## config.mk

```make
export PLATFORM = sky130hd
export DESIGN_NAME = nes_pad_emulator
export DESIGN_NICKNAME = d
export VERILOG_FILES = /design/src/rtl/nes_pkg.sv /design/src/rtl/nes_sync_edge.sv /design/src/rtl/nes_pad_emulator.sv
export SDC_FILE = /design/constraint.sdc
export NUM_CORES = 1
export LEC_CHECK = 0
export CORE_MARGIN = 2
export CORE_UTILIZATION = 40
export CTS_BUF_LIST = sky130_fd_sc_hd__clkbuf_4 sky130_fd_sc_hd__clkbuf_8 sky130_fd_sc_hd__clkbuf_16
export DETAILED_ROUTE_END_ITERATION = 8
export PLACE_DENSITY = 0.71
export SYNTH_ARGS = -nofsm -noshare
export SYNTH_HDL_FRONTEND = slang
export SYNTH_SLANG_ARGS = --single-unit
```

## constraint.sdc

```tcl
create_clock -name clk -period 1.5 [get_ports clk]
set_input_delay 0.375 -clock clk [delete_from_list [all_inputs] [get_ports clk]]
set_output_delay 0.375 -clock clk [all_outputs]
set_load 0.05 [all_outputs]
```

## src/rtl/nes_pkg.sv

```systemverilog
// Shared NES pad definitions: button bit positions, frame length and
// counter width, used by the pad emulator and the console-side reader.
package nes_pkg;

   // Bit position of each button in the 8-bit pad word (A is shifted first)
   typedef enum logic [2:0] {
      BTN_A      = 3'd0,
      BTN_B      = 3'd1,
      BTN_SELECT = 3'd2,
      BTN_START  = 3'd3,
      BTN_UP     = 3'd4,
      BTN_DOWN   = 3'd5,
      BTN_LEFT   = 3'd6,
      BTN_RIGHT  = 3'd7
   } nes_btn_e;

   localparam int NES_BITS  = 8;
   localparam int NES_CNT_W = 4;

   // Shift counter step: counts up to NES_BITS and sticks there
   function automatic logic [NES_CNT_W-1:0] nes_sat_inc(
      input logic [NES_CNT_W-1:0] c
   );
      if (c == NES_CNT_W'(NES_BITS)) begin
         return c;
      end
      return c + NES_CNT_W'(1);
   endfunction

endpackage

```

## src/rtl/nes_sync_edge.sv

```systemverilog
// Two-flop synchronizer for an asynchronous console line plus a third
// flop for rising-edge detection.
// Ports: clk, rst (sync, active-high), d_in (async in),
//        level (synchronized level), rise (one-cycle rise pulse).
module nes_sync_edge (
   input  logic clk,
   input  logic rst,
   input  logic d_in,
   output logic level,
   output logic rise
);

   logic s1_q, s1_d;
   logic s2_q, s2_d;
   logic s3_q, s3_d;

   always_comb begin
      s1_d = d_in;
      s2_d = s1_q;
      s3_d = s2_q;
   end

   always_ff @(posedge clk) begin
      if (rst) begin
         s1_q <= 1'b0;
         s2_q <= 1'b0;
         s3_q <= 1'b0;
      end else begin
         s1_q <= s1_d;
         s2_q <= s2_d;
         s3_q <= s3_d;
      end
   end

   assign level = s2_q;
   assign rise  = s2_q & ~s3_q;

endmodule

```

## src/rtl/nes_pad_emulator.sv

```systemverilog
// Device-side NES controller: a CD4021-style parallel-in/serial-out
// register clocked from clk, fed by oversampled console latch/clock.
// Ports: clk, rst (sync, active-high), buttons[7:0] (pressed=1),
//        turbo_mask[7:0], latch_in, c_clk_in (async console lines),
//        data_out (active-low wire level), bit_count[3:0], frame_done.
// Optional: define NES_PAD_TURBO_EN to enable per-button turbo.
module nes_pad_emulator
   import nes_pkg::*;
#(
   parameter logic        FILL_BIT  = 1'b0,
   parameter int unsigned TURBO_DIV = 2
) (
   input  logic       clk,
   input  logic       rst,
   input  logic [7:0] buttons,
   input  logic [7:0] turbo_mask,
   input  logic       latch_in,
   input  logic       c_clk_in,
   output logic       data_out,
   output logic [3:0] bit_count,
   output logic       frame_done
);

   logic latch_lvl;
   logic latch_rise;
   logic clk_lvl;
   logic clk_rise;

   nes_sync_edge u_latch_sync (
      .clk   (clk),
      .rst   (rst),
      .d_in  (latch_in),
      .level (latch_lvl),
      .rise  (latch_rise)
   );

   nes_sync_edge u_clk_sync (
      .clk   (clk),
      .rst   (rst),
      .d_in  (c_clk_in),
      .level (clk_lvl),
      .rise  (clk_rise)
   );

   logic [NES_BITS-1:0] buttons_eff;

`ifdef NES_PAD_TURBO_EN
   logic [7:0] edge_q, edge_d;
   logic       phase_q, phase_d;

   // Phase flips once every TURBO_DIV latch rises
   always_comb begin
      edge_d  = edge_q;
      phase_d = phase_q;
      if (latch_rise) begin
         if (edge_q + 8'd1 == 8'(TURBO_DIV)) begin
            edge_d  = 8'd0;
            phase_d = ~phase_q;
         end else begin
            edge_d = edge_q + 8'd1;
         end
      end
   end

   always_ff @(posedge clk) begin
      if (rst) begin
         edge_q  <= 8'd0;
         phase_q <= 1'b1;
      end else begin
         edge_q  <= edge_d;
         phase_q <= phase_d;
      end
   end

   assign buttons_eff = buttons & (~turbo_mask | {NES_BITS{phase_q}});

   logic unused_turbo;
   assign unused_turbo = clk_lvl;
`else
   assign buttons_eff = buttons;

   logic unused_turbo;
   assign unused_turbo = ^{turbo_mask, latch_rise, clk_lvl,
                           TURBO_DIV[7:0]};
`endif

   logic [NES_BITS-1:0]  shreg_q, shreg_d;
   logic [NES_CNT_W-1:0] cnt_q, cnt_d;
   logic                 done_q, done_d;

   // Latch has priority: a rise seen while latched is dropped
   always_comb begin
      shreg_d = shreg_q;
      cnt_d   = cnt_q;
      done_d  = 1'b0;
      if (latch_lvl) begin
         shreg_d = ~buttons_eff;
         cnt_d   = '0;
      end else if (clk_rise) begin
         shreg_d = {FILL_BIT, shreg_q[NES_BITS-1:1]};
         cnt_d   = nes_sat_inc(cnt_q);
         done_d  = (cnt_q == NES_CNT_W'(NES_BITS - 1));
      end
   end

   always_ff @(posedge clk) begin
      if (rst) begin
         shreg_q <= '1;
         cnt_q   <= '0;
         done_q  <= 1'b0;
      end else begin
         shreg_q <= shreg_d;
         cnt_q   <= cnt_d;
         done_q  <= done_d;
      end
   end

   assign data_out   = shreg_q[0];
   assign bit_count  = cnt_q;
   assign frame_done = done_q;

endmodule

```

Word level (Yosys, flattened, before mapping)
Index checks and enable logic that the tools add are counted.

$add $sub $neg: 1. Multiply operators: 0. Divide/modulo/power cells: 0. $lt $le $gt $ge: 0. Eq/ne operators: 3. Shift operators: 0. Muxes and demuxes: 6. Bitwise logic cells: 4. Reductions and logical operators: 4.

Operators by type and width (count): 2-to-1 mux 8 bit (2); inverter 8 bit (1); adder 4 x 1 -> 4 bit, second input constant (1); equality test 4 x 3 -> 1 bit, second input constant (1); equality test 4 bit, second input constant (1); 2-to-1 mux 4 bit (1); 2-to-1 mux 1 bit (3); OR reduction 3 bit (1); != test 2 bit, second input constant (1); inverter 1 bit (2); AND reduction 2 bit (1); nonzero test 2 bit (1); OR reduction 2 bit (1); bitwise AND 1 bit (1).

Flip-flop bits (word level): 18. Latch bits: 0. Bits in writable memories: 0. Bits in read-only memories: 0. Input bits: 20. Output and inout bits: 6. Word-level logic and storage cells: 26. Memories kept: 0.

Longest topological paths before layout
Gate-level depths: netlist of run 1.

Depth after elaboration: 6. Gate-level depth with buffers: 5. Gate-level depth less buffers: 5.

By module
Synthesis of run 1 repeated with hierarchy kept, for this count alone.

Cells, all modules: 84. Area total of the unflattened synthesis: 853.3 sq um.

By module, submodules not included: nes_pad_emulator (times used 1, cells each 70, area each 678.2 sq um); nes_sync_edge (times used 2, cells each 7, area each 87.6 sq um).

Worst setup path before layout of run 1
OpenSTA, ideal clock, no wires.

Path type: register to register. Start point: register cnt_q[0] (netlist: bit_count[0]). End point: register cnt_q[0] (netlist: bit_count[0]). Data arrival time: 1571 ps. Setup slack: -141 ps. Stages on the path, launching flop included: 6. Path buffers: 0. Period minus slack after synthesis: 1641 ps. Path through: dfxtp_1 inv_1 ha_1 and3b_1 or3_1 a21oi_1.

Cells in the longest elaborated chain, start to end: 6.

Ends and longest elaborated chain: start: declaration (line nes_pad_emulator.sv:88) `logic [NES_CNT_W-1:0] cnt_q, cnt_d;`; start signal: assignment (line nes_pad_emulator.sv:113) `cnt_q <= cnt_d;`; equality test 4 bit (line nes_pkg.sv:24) `if (c == NES_CNT_W'(NES_BITS)) begin`; 2-to-1 mux 1 bit (line nes_pkg.sv:24); 2-to-1 mux 1 bit (line nes_pad_emulator.sv:99) `end else if (clk_rise) begin`; 2-to-1 mux 1 bit (line nes_pad_emulator.sv:96) `if (latch_lvl) begin`; != test 2 bit (no line); AND reduction 2 bit (no line).

Parallel ways exist; a longest one is shown, timed or not. The select of a mux whose other input is x is not followed. A chain may end at the register's enable or synchronous reset.

Worst setup path in the final report of run 1
Same ends and word-level chain as after synthesis.

==> impl_metrics.tcl, run 1 <==
set metrics [dict create \
    status "completed" \
    synth_cell_types 23 \
    drv_slew 0 \
    setup_viol 0 \
    diodes 0 \
    h-tree-depth 1 \
    worstSetupStartpoint "bit_count[0]" \
    ys_ff_latch 18 \
    yosys-top-cells-area "dfxtp_1, nor3b_1, nor2b_1" \
    grt_usage_pct 12.78 \
    yosysMostFrequentCell "dfxtp_1" \
    fin_area_um2 1110 \
    clock_skew_ps 2.945 \
    route.met2.wl_um 675 \
    hold_class "flip-flop to flip-flop" \
    synth.largest_area_cell "dfxtp_1" \
    syn-cell-area_um2 797.0 \
    synth_ff_type "dfxtp_1" \
    postSynthNetCount 108 \
    clockBufferDepth 2 \
    drt_pass1_iterations 3 \
    avgRoutedWirePerCell_um 10.85 \
    insertion_delay_ps 290 \
    min_period_ps 1435 \
    cp_num_buf_inv 1 \
    start_kind "flip-flop" \
    routed.top_layer "met4" \
    synth-edff-count 0 \
    stdcell_count 133 \
    drive_above_1_share_pct 18.87 \
    worstPathRequired_ps 1720 \
    final_nets 129 \
    core_area_um2 1922 \
    fp.dieW_um 48.64 \
    hold_viol 0 \
    post-place-cells 129 \
    yosys.area.top_type_share_pct 45.21 \
    wl_met1_um 709 \
    worstSetupEndpoint "bit_count[0]" \
    drc 0 \
    die_h_um 48.64 \
    critPathCaptureType "flip-flop" \
    drt_first_iter_violations 5 \
    async_flop_share_pct 0 \
    grt_pass1_wl_um 2352 \
    crit_chain "inv_1 -> ha_1 -> and3b_1 -> or3_1 -> a21oi_1" \
    pin_count 26 \
    reg2reg_to "bit_count[0]" \
    ctsHoldBuffers 0 \
    synth_cells 86 \
    wl_met3_um 29 \
    cts_resized 0 \
    via_per_inst 4.970 \
    dieArea_um2 2365 \
    slew_headroom_pct 79.06 \
    yosys-top-cells-count "dfxtp_1, nor3b_1, nor2b_1" \
    dpl_cell_area_um2 1070 \
    cts-root-buf "clkbuf_4" \
    slowest_delay_ps 410 \
    antenna_found_initial 0 \
    postRouteWirelength_um 1443 \
    worst_pin_slew_ps 314.2 \
    cts.sinks 18 \
    drv_cap 0 \
    crit_family "simple AND/OR/NAND/NOR gates" \
    start_util_pct 41.47 \
    power.leakage_nw 0.4110 \
    cts_setup_buffers 0 \
    fin_crit_sh_pct 95.66 \
    worst-setup-path-type "flip-flop to flip-flop" \
    rsz0062_at_grt "no" \
    num_vias 661 \
    slowest_stage "dfxtp_2" \
    r2r_slack_ps 70 \
    rows 16 \
    gr-total-overflow 0 \
    peakVddDrop_uv 591.3 \
    rr_startpoint "bit_count[0]" \
    routabilityCongestion 0.7142 \
    grt_max_degree 22 \
    syn2layout_area_growth_pct 39.25 \
    seq_area_frac_synth_pct 45.21 \
    r2r_cells 5 \
    grt_pass1_vias 542 \
    clock.fmax_ghz 0.6969 \
    setup_tns_ps 0 \
    power_density_nw_per_um2 856.2 \
    syn_avg_cell_area_um2 9.268 \
    tritoncts "yes" \
    clkTransAtPathRegs_ps 100 \
    worstPathMaxFanout 6 \
    final_util_pct 57.75 \
    numCtsBuffers 3 \
    worstPathArrival_ps 1660 \
    ys_warn_count 0 \
    numPortBuffers 17 \
    dpl.hpwl_um 1021 \
    cp.depth 5 \
    n_fill_cell 178 \
    drtAntennaViolNets 0 \
]
state kept, by name, summed over array words and instances (netlist names):
register	flops
shreg_q	8
u_clk_sync.s3_q	1
u_latch_sync.level	1
u_clk_sync.level	1
u_latch_sync.s1_q	1
frame_done	1
bit_count	4
u_clk_sync.s1_q	1
report_power, final:
| part | switching, W | internal, W | leakage [nW] | total, W |
|---|---|---|---|---|
| clock | 0.000154 | 0.000148 | 0.0210 | 0.000302 |
| sequential | 0.0000170 | 0.000502 | 0.149 | 0.000519 |
| combinational | 0.0000478 | 0.0000811 | 0.241 | 0.000129 |
| total | 0.000219 | 0.000731 | 0.411 | 0.000950 |
how the worst min path moves through the flow:
| stage | start | end | cells after the start |
|---|---|---|---|
| 5_1_grt | u_latch_sync.s1_q | u_latch_sync.level | 1 |
| 3_3_place_gp | u_latch_sync.s1_q | u_latch_sync.level | 1 |
| 6_report | u_latch_sync.s1_q | u_latch_sync.level | 1 |
| 2_1_floorplan | u_clk_sync.s1_q | u_clk_sync.level | 1 |
| 3_5_place_dp | u_latch_sync.s1_q | u_latch_sync.level | 1 |
| 4_1_cts | u_clk_sync.s1_q | u_clk_sync.level | 1 |
kinds of logic (layout without fill, tap and decap cells):
family / after synthesis / in the layout / share of synthesized area, %
and+or+nand+nor: 46 / 46 / 38.46
adders and majority gates: 2 / 2 / 3.139
buffers and inverters: 10 / 30 / 5.808
DFF: 18 / 18 / 45.21
AOI/OAI and AO/OA: 10 / 10 / 7.379
cell type report:
| cell class | instances | area, um2 | area share, % |
|---|---|---|---|
| Inverter | 4 | 15.01 | 1.353 |
| Clock buffer | 4 | 36.28 | 3.269 |
| Multi-Input combinational cell | 58 | 392.9 | 35.40 |
| Sequential cell | 18 | 364.1 | 32.81 |
| Timing Repair Buffer | 22 | 267.8 | 24.13 |
| Tap cell | 27 | 33.78 | 3.044 |
stage by stage:
| stage | worst slack [ps] | total power (W) | hold slack [ps] |
|---|---|---|---|
| after CTS | 47.61 | 0.0009672 | 457.6 |
| after detailed placement | -154.2 | 0.0006598 | 435.9 |
| after global routing | 22.84 | 0.001002 | 461.1 |
| after floorplan | 47.77 | 0.0005972 | 413.8 |
| after global placement | -132.3 | 0.0006558 | 418.5 |
| final | 65.09 | 0.0009502 | 446.3 |
worst register-to-register path, stage by stage, from the launching register on:
cell and delay (ps):
dfxtp_2 410, inv_1 60, ha_1 210, and3b_1 210
or3_1 320, a21oi_1 160
cell usage in the layout, fill, tap and decap left out, types with 3 or more instances in the layout:
cell type,instances
o21ai_0,3
clkdlybuf4s50_1,11
dfxtp_1,15
inv_1,4
nor3b_1,14
clkbuf_4,3
dfxtp_2,3
nand2_1,3
a21oi_1,4
nor2b_1,13
buf_4,5
or4_1,7
buf_12,6
per-layer routing:
layer	track usage [%]	vias up
li1	-	338
met1	17.77	309
met2	17.35	10
met3	2.778	4
met4	9.048	0
met5	0	-
Note: power is estimated with default switching activity, not from simulation.
==> run 2: changes to the inputs <==
CELL_PAD_IN_SITES_DETAIL_PLACEMENT = 1   (was default)
CELL_PAD_IN_SITES_GLOBAL_PLACEMENT = 2   (was default)
CORE_UTILIZATION = 25   (was 40)
PLACE_DENSITY = default   (was 0.71)
PLACE_DENSITY_LB_ADDON = 0.1   (was default)
==> run 2 against run 1 <==
Effect of this change: combinational power is 10% higher; clock-buffer cell count stayed put; clock skew is 1.3 ps lower; global-route usage is 2.0 points lower; hold slack better by 3.7 ps; clock power hardly changed; critical endpoint unchanged; highest routed layer unchanged.
==> impl_metrics.tcl, run 2 (synthesis gave the netlist of run 1 again) <==
set metrics [dict create \
    worst-setup-path-type "flip-flop to flip-flop" \
    intPower_w 0.0007359 \
    grt_pass1_vias 661 \
    final_nets 131 \
    clock.fmax_ghz 0.7243 \
    power.leakage_nw 0.4237 \
    drtAntennaViolNets 0 \
    mostFrequentLayoutCell "dfxtp_1" \
    numPortBuffers 17 \
    critPathCaptureType "flip-flop" \
    final_cell_mix "dfxtp_1, nor3b_1, nor2b_1" \
    routabilityCongestion 0.6519 \
    grt_max_degree 26 \
    drv_cap 0 \
    worstSetupStartpoint "bit_count[1]" \
    setup_viol 0 \
    grt_pass1_wl_um 2911 \
    diodes 0 \
    r2r_cells 5 \
    start_util_pct 26.11 \
    slowest_stage "dfxtp_2" \
    fin_crit_sh_pct 92.05 \
    pin_count 26 \
    avgRoutedWirePerCell_um 11.24 \
    start_kind "flip-flop" \
    antenna_found_initial 0 \
    reg2reg_to "bit_count[0]" \
    slew_headroom_pct 82.95 \
    via_per_inst 4.533 \
    pre_cts_slack_ps -102.7 \
    p_sw_w 0.0002234 \
    cts_setup_buffers 0 \
    p_comb_share_pct 14.9 \
    hold_ws_ps 450.1 \
    cp_num_buf_inv 1 \
    setup_tns_ps 0 \
    ctsHoldBuffers 0 \
    worstSetupEndpoint "bit_count[0]" \
    stdcell_count 152 \
    drt_pass1_iterations 4 \
    r2r_slack_ps 120 \
    rows 20 \
    clkTransAtPathRegs_ps 110 \
    worstPathMaxFanout 5 \
    drt_first_iter_violations 30 \
    worst_pin_slew_ps 255.4 \
    largest_reg_flops 8 \
    syn2layout_area_growth_pct 45.53 \
    clockBufferDepth 2 \
    p_seq_share_pct 53.5 \
    peakVddDrop_uv 422.0 \
    insertion_delay_ps 290 \
    post-place-cells 148 \
    hold_viol 0 \
    slowest_delay_ps 410 \
    rsz0062_at_grt "no" \
    worstPathArrival_ps 1600 \
    grt_usage_pct 10.79 \
    power_density_nw_per_um2 827.1 \
    cts.sinks 18 \
    crit_chain "inv_1 -> ha_1 -> and3b_1 -> or3_1 -> a21oi_1" \
    clkPwrFrac_pct 31.6 \
    numCtsBuffers 3 \
    dieArea_um2 3655 \
    tritoncts "yes" \
    h-tree-depth 1 \
    crit_family "simple AND/OR/NAND/NOR gates" \
    status "completed" \
    gr-total-overflow 0 \
    drive_above_1_share_pct 19.44 \
    worstPathRequired_ps 1720 \
    drv_slew 0 \
    rr_startpoint "bit_count[1]" \
    num_vias 689 \
    hold_class "flip-flop to flip-flop" \
    drc 0 \
    min_period_ps 1381 \
    fp.dieW_um 60.46 \
    netSwitchingFraction_pct 23.29 \
    die_h_um 60.46 \
    core_area_um2 3053 \
    n_fill_cell 362 \
    setup_ws_ps 119.3 \
    dpl.hpwl_um 1194 \
    cp.depth 5 \
    postRouteWirelength_um 1708 \
    cts-root-buf "clkbuf_4" \
    top_register "shreg_q" \
    clock_skew_ps 1.675 \
]
## run 2: changes by cell type in the layout (fill, tap and decap cells not counted)
cell / delta
dfxtp_1: +1
dfxtp_4: +1
buf_4: +1
buf_12: +1
dfxtp_2: -2
## run 2: final cells by class
type,instances,area [um2],share of cell area (%)
Timing Repair Buffer,24,295.3,25.46
Multi-Input combinational cell,58,392.9,33.87
Clock buffer,4,36.28,3.128
Sequential cell,18,365.4,31.50
Inverter,4,15.01,1.295
Tap cell,44,55.05,4.747
## run 2: power by group through the flow
stage	clock network [W]	logic [W]	registers, W
after floorplan	0	0.0000642	0.000533
after global placement	0	0.000142	0.000525
after global routing	0.000342	0.000158	0.000517
final	0.000303	0.000142	0.000514
after detailed placement	0	0.000144	0.000526
after CTS	0.000322	0.000145	0.000515
## run 2: worst min-delay path by stage
stage / start / endpoint / cells after the start
2_1_floorplan: u_clk_sync.s1_q / u_clk_sync.level / 1
3_3_place_gp: u_latch_sync.s1_q / u_latch_sync.level / 1
3_5_place_dp: u_latch_sync.s1_q / u_latch_sync.level / 1
4_1_cts: u_latch_sync.s1_q / u_latch_sync.level / 1
5_1_grt: u_latch_sync.s1_q / u_latch_sync.level / 1
6_report: u_latch_sync.s1_q / u_latch_sync.level / 1
## run 2: timing repair
action | 4_1_cts | 5_1_grt
gates resized for setup | 0 | 2
hold endpoints to repair | 0 | 0
setup endpoints to repair | 0 | 4
## run 2: routing by layer
| metal | up-vias | track usage, % | wire length, um | share of wire [%] |
|---|---|---|---|---|
| li1 | 344 | - | - | - |
| met3 | 2 | 1.919 | 65 | 3.8 |
| met1 | 333 | 14.38 | 849 | 50 |
| met2 | 10 | 16.77 | 778 | 46 |
| met4 | 0 | 5.590 | 15 | 0.88 |
| met5 | - | 0 | 0 | 0 |
## run 2: metrics by stage
step | instance area [um2] | power (W) | utilization, %
2_1_floorplan | 799.5 | 0.0005972 | -
6_report | 1160 | 0.0009593 | 37.99
3_5_place_dp | 1119 | 0.0006703 | 36.64
3_3_place_gp | 1119 | 0.0006672 | 36.64
5_1_grt | 1160 | 0.001018 | 37.99
4_1_cts | 1155 | 0.0009820 | 37.83
